$ cat src/rtl/spu_ma_l2req_arb.sv
// rtl/spu_ma_l2req_arb.sv - SPU MA load/store arbiter for the shared L2 request port
module spu_ma_l2req_arb #(
    parameter int MAX_OUTST = 2,
    parameter int CNT_W     = 2
) (
    input  logic             rclk,
    input  logic             arst_l,
    input  logic             se,
    input  logic             mald_ldreq,
    input  logic             mast_streq,
    output logic             ldreq_ack,
    output logic             streq_ack,
    output logic             spu_l2_req_vld,
    output logic             spu_l2_req_st,
    input  logic             l2_spu_req_ack,
    input  logic             l2_spu_ld_rtn,
    input  logic             l2_spu_st_ack,
    input  logic             ma_abort,
    output logic [CNT_W-1:0] ld_outst,
    output logic [CNT_W-1:0] st_outst,
    output logic             arb_busy,
    output logic             arb_cnt_err
);

    typedef enum logic [1:0] {
        IDLE   = 2'd0,
        LD_REQ = 2'd1,
        ST_REQ = 2'd2
    } state_t;

    localparam logic [CNT_W-1:0] MAX_C = CNT_W'(MAX_OUTST);

    state_t     state;
    state_t     state_nxt;
    logic       last_gnt_st;
    logic       ld_elig;
    logic       st_elig;
    logic       ld_rtn;
    logic       st_rtn;
    logic       unused_se;

    // Scan enable has no functional role in this block.
    assign unused_se = se;

    assign ld_elig = mald_ldreq & (ld_outst < MAX_C);
    assign st_elig = mast_streq & (st_outst < MAX_C);

    // Accept pulses are routed straight through from L2; an abort in the same cycle squashes them.
    assign ldreq_ack = (state == LD_REQ) & l2_spu_req_ack & ~ma_abort;
    assign streq_ack = (state == ST_REQ) & l2_spu_req_ack & ~ma_abort;

    // Retires coinciding with an abort are dropped because the counters are being flushed anyway.
    assign ld_rtn = l2_spu_ld_rtn & ~ma_abort;
    assign st_rtn = l2_spu_st_ack & ~ma_abort;

    assign spu_l2_req_vld = (state != IDLE);
    assign spu_l2_req_st  = (state == ST_REQ);
    assign arb_busy       = (state != IDLE) | (ld_outst != '0) | (st_outst != '0);

    // Grant state register.
    always_ff @(posedge rclk or negedge arst_l) begin
        if (!arst_l) begin
            state <= IDLE;
        end else begin
            state <= state_nxt;
        end
    end

    // Next-state: round-robin tie break in IDLE, hold the request until L2 accepts or abort.
    always_comb begin
        state_nxt = state;
        if (ma_abort) begin
            state_nxt = IDLE;
        end else begin
            case (state)
                IDLE: begin
                    if (ld_elig && st_elig) begin
                        state_nxt = last_gnt_st ? LD_REQ : ST_REQ;
                    end else if (ld_elig) begin
                        state_nxt = LD_REQ;
                    end else if (st_elig) begin
                        state_nxt = ST_REQ;
                    end
                end
                LD_REQ, ST_REQ: begin
                    if (l2_spu_req_ack) begin
                        state_nxt = IDLE;
                    end
                end
                default: state_nxt = IDLE;
            endcase
        end
    end

    // Remember which type was last accepted; starts as store so load wins the first tie.
    always_ff @(posedge rclk or negedge arst_l) begin
        if (!arst_l) begin
            last_gnt_st <= 1'b1;
        end else if (ldreq_ack) begin
            last_gnt_st <= 1'b0;
        end else if (streq_ack) begin
            last_gnt_st <= 1'b1;
        end
    end

    // Outstanding load counter; an accept and a retire in the same cycle cancel out.
    always_ff @(posedge rclk or negedge arst_l) begin
        if (!arst_l) begin
            ld_outst <= '0;
        end else if (ma_abort) begin
            ld_outst <= '0;
        end else if (ldreq_ack && !ld_rtn) begin
            ld_outst <= ld_outst + 1'b1;
        end else if (!ldreq_ack && ld_rtn && (ld_outst != '0)) begin
            ld_outst <= ld_outst - 1'b1;
        end
    end

    // Outstanding store counter, same rules as loads.
    always_ff @(posedge rclk or negedge arst_l) begin
        if (!arst_l) begin
            st_outst <= '0;
        end else if (ma_abort) begin
            st_outst <= '0;
        end else if (streq_ack && !st_rtn) begin
            st_outst <= st_outst + 1'b1;
        end else if (!streq_ack && st_rtn && (st_outst != '0)) begin
            st_outst <= st_outst - 1'b1;
        end
    end

    // Sticky flag for a retire arriving when nothing of that type is outstanding.
    always_ff @(posedge rclk or negedge arst_l) begin
        if (!arst_l) begin
            arb_cnt_err <= 1'b0;
        end else if ((ld_rtn && !ldreq_ack && (ld_outst == '0)) ||
                     (st_rtn && !streq_ack && (st_outst == '0))) begin
            arb_cnt_err <= 1'b1;
        end
    end

endmodule

$ cat config.mk
export PLATFORM = sky130hd
export DESIGN_NAME = spu_ma_l2req_arb
export DESIGN_NICKNAME = d
export VERILOG_FILES = /design/src/rtl/spu_ma_l2req_arb.sv
export SDC_FILE = /design/constraint.sdc
export NUM_CORES = 1
export LEC_CHECK = 0
export BUFFER_PORTS_ARGS = -buffer_cell sky130_fd_sc_hd__buf_2
export CORE_AREA = 2 2 39 41
export CTS_CLUSTER_DIAMETER = 100
export DETAILED_ROUTE_END_ITERATION = 6
export DIE_AREA = 0 0 41 43
export PLACE_DENSITY_LB_ADDON = 0.12
export SYNTH_ARGS = -nofsm -noshare
export SYNTH_HDL_FRONTEND = slang
export SYNTH_SLANG_ARGS = --single-unit
$ cat constraint.sdc
create_clock -name rclk -period 1.7 [get_ports rclk]
set_input_delay 0.34 -clock rclk [delete_from_list [all_inputs] [get_ports rclk]]
set_output_delay 0.34 -clock rclk [all_outputs]
set_load 0.03 [all_outputs]
# == After elaboration in Yosys (flattened, before gate mapping) ==
# Index checks and enable logic that the tools add are counted.
# classes
n_addsub,4
n_lt_le_gt_ge,2
n_eq_ne,4
muxes,15
bitwise_logic,11
reduce_logical,25
# ops
cell,count
2-bit 2-to-1 mux,12
1-bit logical AND,9
1-bit AND,8
2-bit nonzero test,4
2-bit zero test,3
3-bit nonzero test,2
5-bit inequality test (second input constant),1
2-bit by 1-bit adder with 2-bit output (second input constant),2
1-bit zero test,4
2-bit less-than comparator (second input constant),2
2-bit one-hot mux with 2 select lines,1
2-bit by 1-bit subtractor with 2-bit output (second input constant),2
3-bit inequality test (second input constant),1
2-bit by 1-bit equality test with 1-bit output (second input constant),1
2-bit equality test (second input constant),1
1-bit 2-to-1 mux,2
1-bit bitwise OR,2
2-bit AND reduction,1
2-bit OR reduction,1
1-bit logical OR,1
1-bit inverter,1
# totals
reg_bits,8
inputBits,9
output_inout_bits,10
word_cells,66

# == Depth between registers and ports, before layout ==
# logic_depth
depth_word,9
mapped_depth,5
mapped_depth_nobuf,5

# == Least setup slack after synthesis ==
# OpenSTA, ideal clock, no wires.
# synth_path
path_type,flip-flop to output port
from,register state[0]
to,output port streq_ack
arrival_time_ns,1.230
t_required_ns,1.360
slack_ns,0.130
path_stages_with_launch,4
n_path_buf,0
cell_sequence,dfrtp_1 inv_1 ha_1 and3b_1
# synth_between
elab_chain_cells,3
# synth_lines
element,line,text
"start, declared",33,state_t state;
"start signal, assigned",65,state <= state_nxt;
2-bit equality test,-,
via spu_l2_req_st,14,"output logic spu_l2_req_st,"
1-bit AND (2 in a row),50,assign streq_ack = (state == ST_REQ) & l2_spu_req_ack & ~ma_abort;
"end, declared",12,"output logic streq_ack,"
# The timed path passes the listed nets, and every way through them passes these cells.

# == Final worst setup path ==
# layout_path
from,register state[1]
to,output port streq_ack
# layout_between
elab_chain_cells,3
# layout_lines
element,line
2-bit equality test,50
1-bit AND (2 in a row),50
# No other way between the ends.

==> summary.md <==
| Metric | Value |
|---|---|
| Commonest cells after routing, fill and taps aside | `buf_2, dfrtp_1, nor2_1, buf_4` |
| Final nets | `90` |
| Footprint of the multi-input gates | `347.8 sq um` |
| Num CTS Buffers | `3` |
| Cell Area, Placed | `661.9 sq um` |
| Most common cell after layout, fill and taps aside | `buf_2` |
| Worst path arrival time | `1310 ps` |
| DRT Pass-1 Iters | `2` |
| Boundary pin count | `19` |
| Vias in the first global route | `471` |
| Beginning of the worst hold path | `ma_abort` |
| CP Launch Type | `flip-flop` |
| Sequential fraction of the synthesis area | `36.18%` |
| Total Routing Usage GR | `18.42%` |
| Initial DRC count | `1` |
| Die H | `43 microns` |
| R2R Path Start | `state[1]` |
| Routed vias | `485` |
| HP Class | `primary input to flip-flop` |
| Synth Warn # | `0` |
| Ranking of synthesized cells by area | `dfrtp_1, ha_1, a2111oi_4, dfstp_2, and3b_1` |
| Area fraction of the dominant cell type after synthesis | `31.46%` |
| Hold WS | `400.2 ps` |
| Sequential standard cell area | `201.4 sq um` |
| TritonCTS clock tree | `done` |
| #FFs+latches synth | `8` |
| Area growth syn-to-layout | `30.34%` |
| Starting Density | `40.24%` |
| Clock root cell | `clkbuf_4` |
| Largest net degree at the start of global routing | `11` |
| Max Clk Rate | `605.7 MHz` |
| FP Rows | `14` |
| CP dominant cell by count | `buf_4` |
| Final setup viols | `0` |
| Syn Std Cell Area | `556.8 sq um` |
| Clock-pin slew on the worst setup and hold paths | `60 ps` |
| Final instance area | `725.7 sq um` |
| Post-route insts no fill | `93` |
| Core area | `1384 sq um` |
| Crit-path max FO | `5` |
| Routability Congestion | `0.6755` |
| Syn Inst Count | `54` |
| Pwr/cell area | `911.5 nW/um^2` |
| GRT overflow | `0` |
| Antenna Violating Nets Remaining | `0` |
| Buffers on Ports | `17` |
| Period minus WS final | `1651 ps` |
| Critical Path Sink Type | `output port` |
| Routed WL | `1259 microns` |
| Peak supply drop | `0.0003824 V` |
| Initial antenna violation count | `0` |
| Avg Cell Area, Syn | `10.31 sq um` |
| Total clock sinks | `8` |
| Endpoints failing hold | `0` |
| Leakage power | `0.0003462 uW` |
| Critical path origin | `state[1]` |
| Die area | `1763 sq um` |
| MaxCap Viol Count | `0` |
| CP max stage cell | `dfrtp_1` |
| Horiz. Die Dim | `41 microns` |
| Worst setup slack for register-to-register paths | `270 ps` |
| Setup TNS | `0 ps` |
| CP required | `1360 ps` |
| Rel. slew slack | `79.29%` |
| Drt drc | `0` |
| Clock skew | `2.892 ps` |
| Hpwl dp | `997.7 microns` |
| Synth area leader | `dfrtp_1` |
| Clock latency on the worst-skew pair | `250 ps` |
| CTS H-tree lvls | `1` |
| Fin util | `52.44%` |
| Worst Tran Pin Value | `310.0 ps` |
| Largest stage delay, worst path | `400 ps` |
| Placed cell count | `87` |
| Critical-path cell list | `buf_4 > ha_4 > and3b_1 > buf_4` |
| First-pass GRT wire length | `2111 microns` |
| Vias per cell | `5.215` |
| Final period util | `97.12%` |
| Clock Tree Buf Depth | `2` |
| Diode count | `0` |
| Layout cells sized above 1 | `40.26%` |
| Filler cell count | `149` |
| Yosys cell types | `25` |
| Drt wl/cell | `13.54 microns` |
| Syn nets | `66` |
| Status | `finished clean` |
| Fin. max-slew vios | `0` |
| Crit Path Class | `flip-flop to output port` |
final cells by class:
type	instances	share of cell area, %
Inverter	4	2.069
Tap cell	16	2.759
Timing Repair Buffer	20	15.86
Sequential cell	8	27.76
Clock buffer	4	3.621
Multi-Input combinational cell	41	47.93
logic make-up (layout without fill, tap and decap cells):
family                   after synthesis  count (layout)  synth area share (%)
AO/OA/AOI/OAI                         14              14                 24.72
flip-flops                             8               8                 36.18
buffers and inverters                  5              28                 4.045
adder cells (fa/ha/maj)                3               3                 6.742
AND/OR/NAND/NOR                       24              24                 28.31
synthesized netlist by cell type (all sizes together):
| library cell | instances |
|---|---|
| a2111oi | 1 |
| a211oi | 2 |
| a21bo | 1 |
| a21boi | 2 |
| a21oi | 2 |
| a32o | 2 |
| and3 | 2 |
| and3b | 4 |
| buf | 1 |
| dfrtp | 7 |
| dfstp | 1 |
| ha | 3 |
| inv | 4 |
| nand2 | 2 |
| nand2b | 4 |
| nor2 | 4 |
| nor2b | 3 |
| nor3 | 3 |
| nor4 | 2 |
| o21a | 2 |
| o32ai | 1 |
| o41ai | 1 |
power by group:
group | internal (uW) | switching, uW | total (uW) | leakage [uW]
clock network | 90.0 | 68.3 | 158 | 0.0000150
registers | 223 | 24.5 | 248 | 0.000102
logic | 102 | 153 | 255 | 0.000230
flip-flops by register name, indices dropped and copies added, names as in the netlist:
name,count
st_outst,2
ld_outst,2
state,2
last_gnt_st,1
arb_cnt_err,1
metrics by stage:
stage,total power [uW],setup WS [ps]
after floorplan,419.4,129.7
after global placement,477.1,278.5
after detailed placement,486.8,237.6
after CTS,653.8,0.8316
after global routing,709.8,-0.7406
final,661.5,48.97
per-layer routing:
metal  vias to the layer above  part of all wire (%)  global-route usage, %
li1                        245                     -                      -
met1                       229                    43                  23.43
met2                        11                    53                  28.13
met3                         0                   4.4                  3.141
met4                         0                     0                  10.00
met5                         -                     0                      0
worst max-delay path, delay by kind of cell (launching register included):
| family | cells | cell delay (ps) |
|---|---|---|
| AND/OR/NAND/NOR | 1 | 190 |
| flip-flops | 1 | 400 |
| buffers and inverters | 2 | 320 |
| adder cells (fa/ha/maj) | 1 | 160 |
what timing repair did:
action / CTS / global route
gates resized for setup: 1 / 6
hold buffers: 1 / 0
hold endpoints to repair: 7 / 0
setup endpoints to repair: 1 / 2
pin swaps: 0 / 0
buffers inserted: 0 / 1
path summary, 6_finish.rpt:
kind | endpoint | cells after the start
min reg2reg | arb_cnt_err | 2
max | streq_ack | 4
min | ld_outst[1] | 2
max in group asynchronous | last_gnt_st | 2
min in group asynchronous | ld_outst[0] | 2
max reg2reg | ld_outst[1] | 5
No activity file was read; power rests on OpenSTA's default activity.
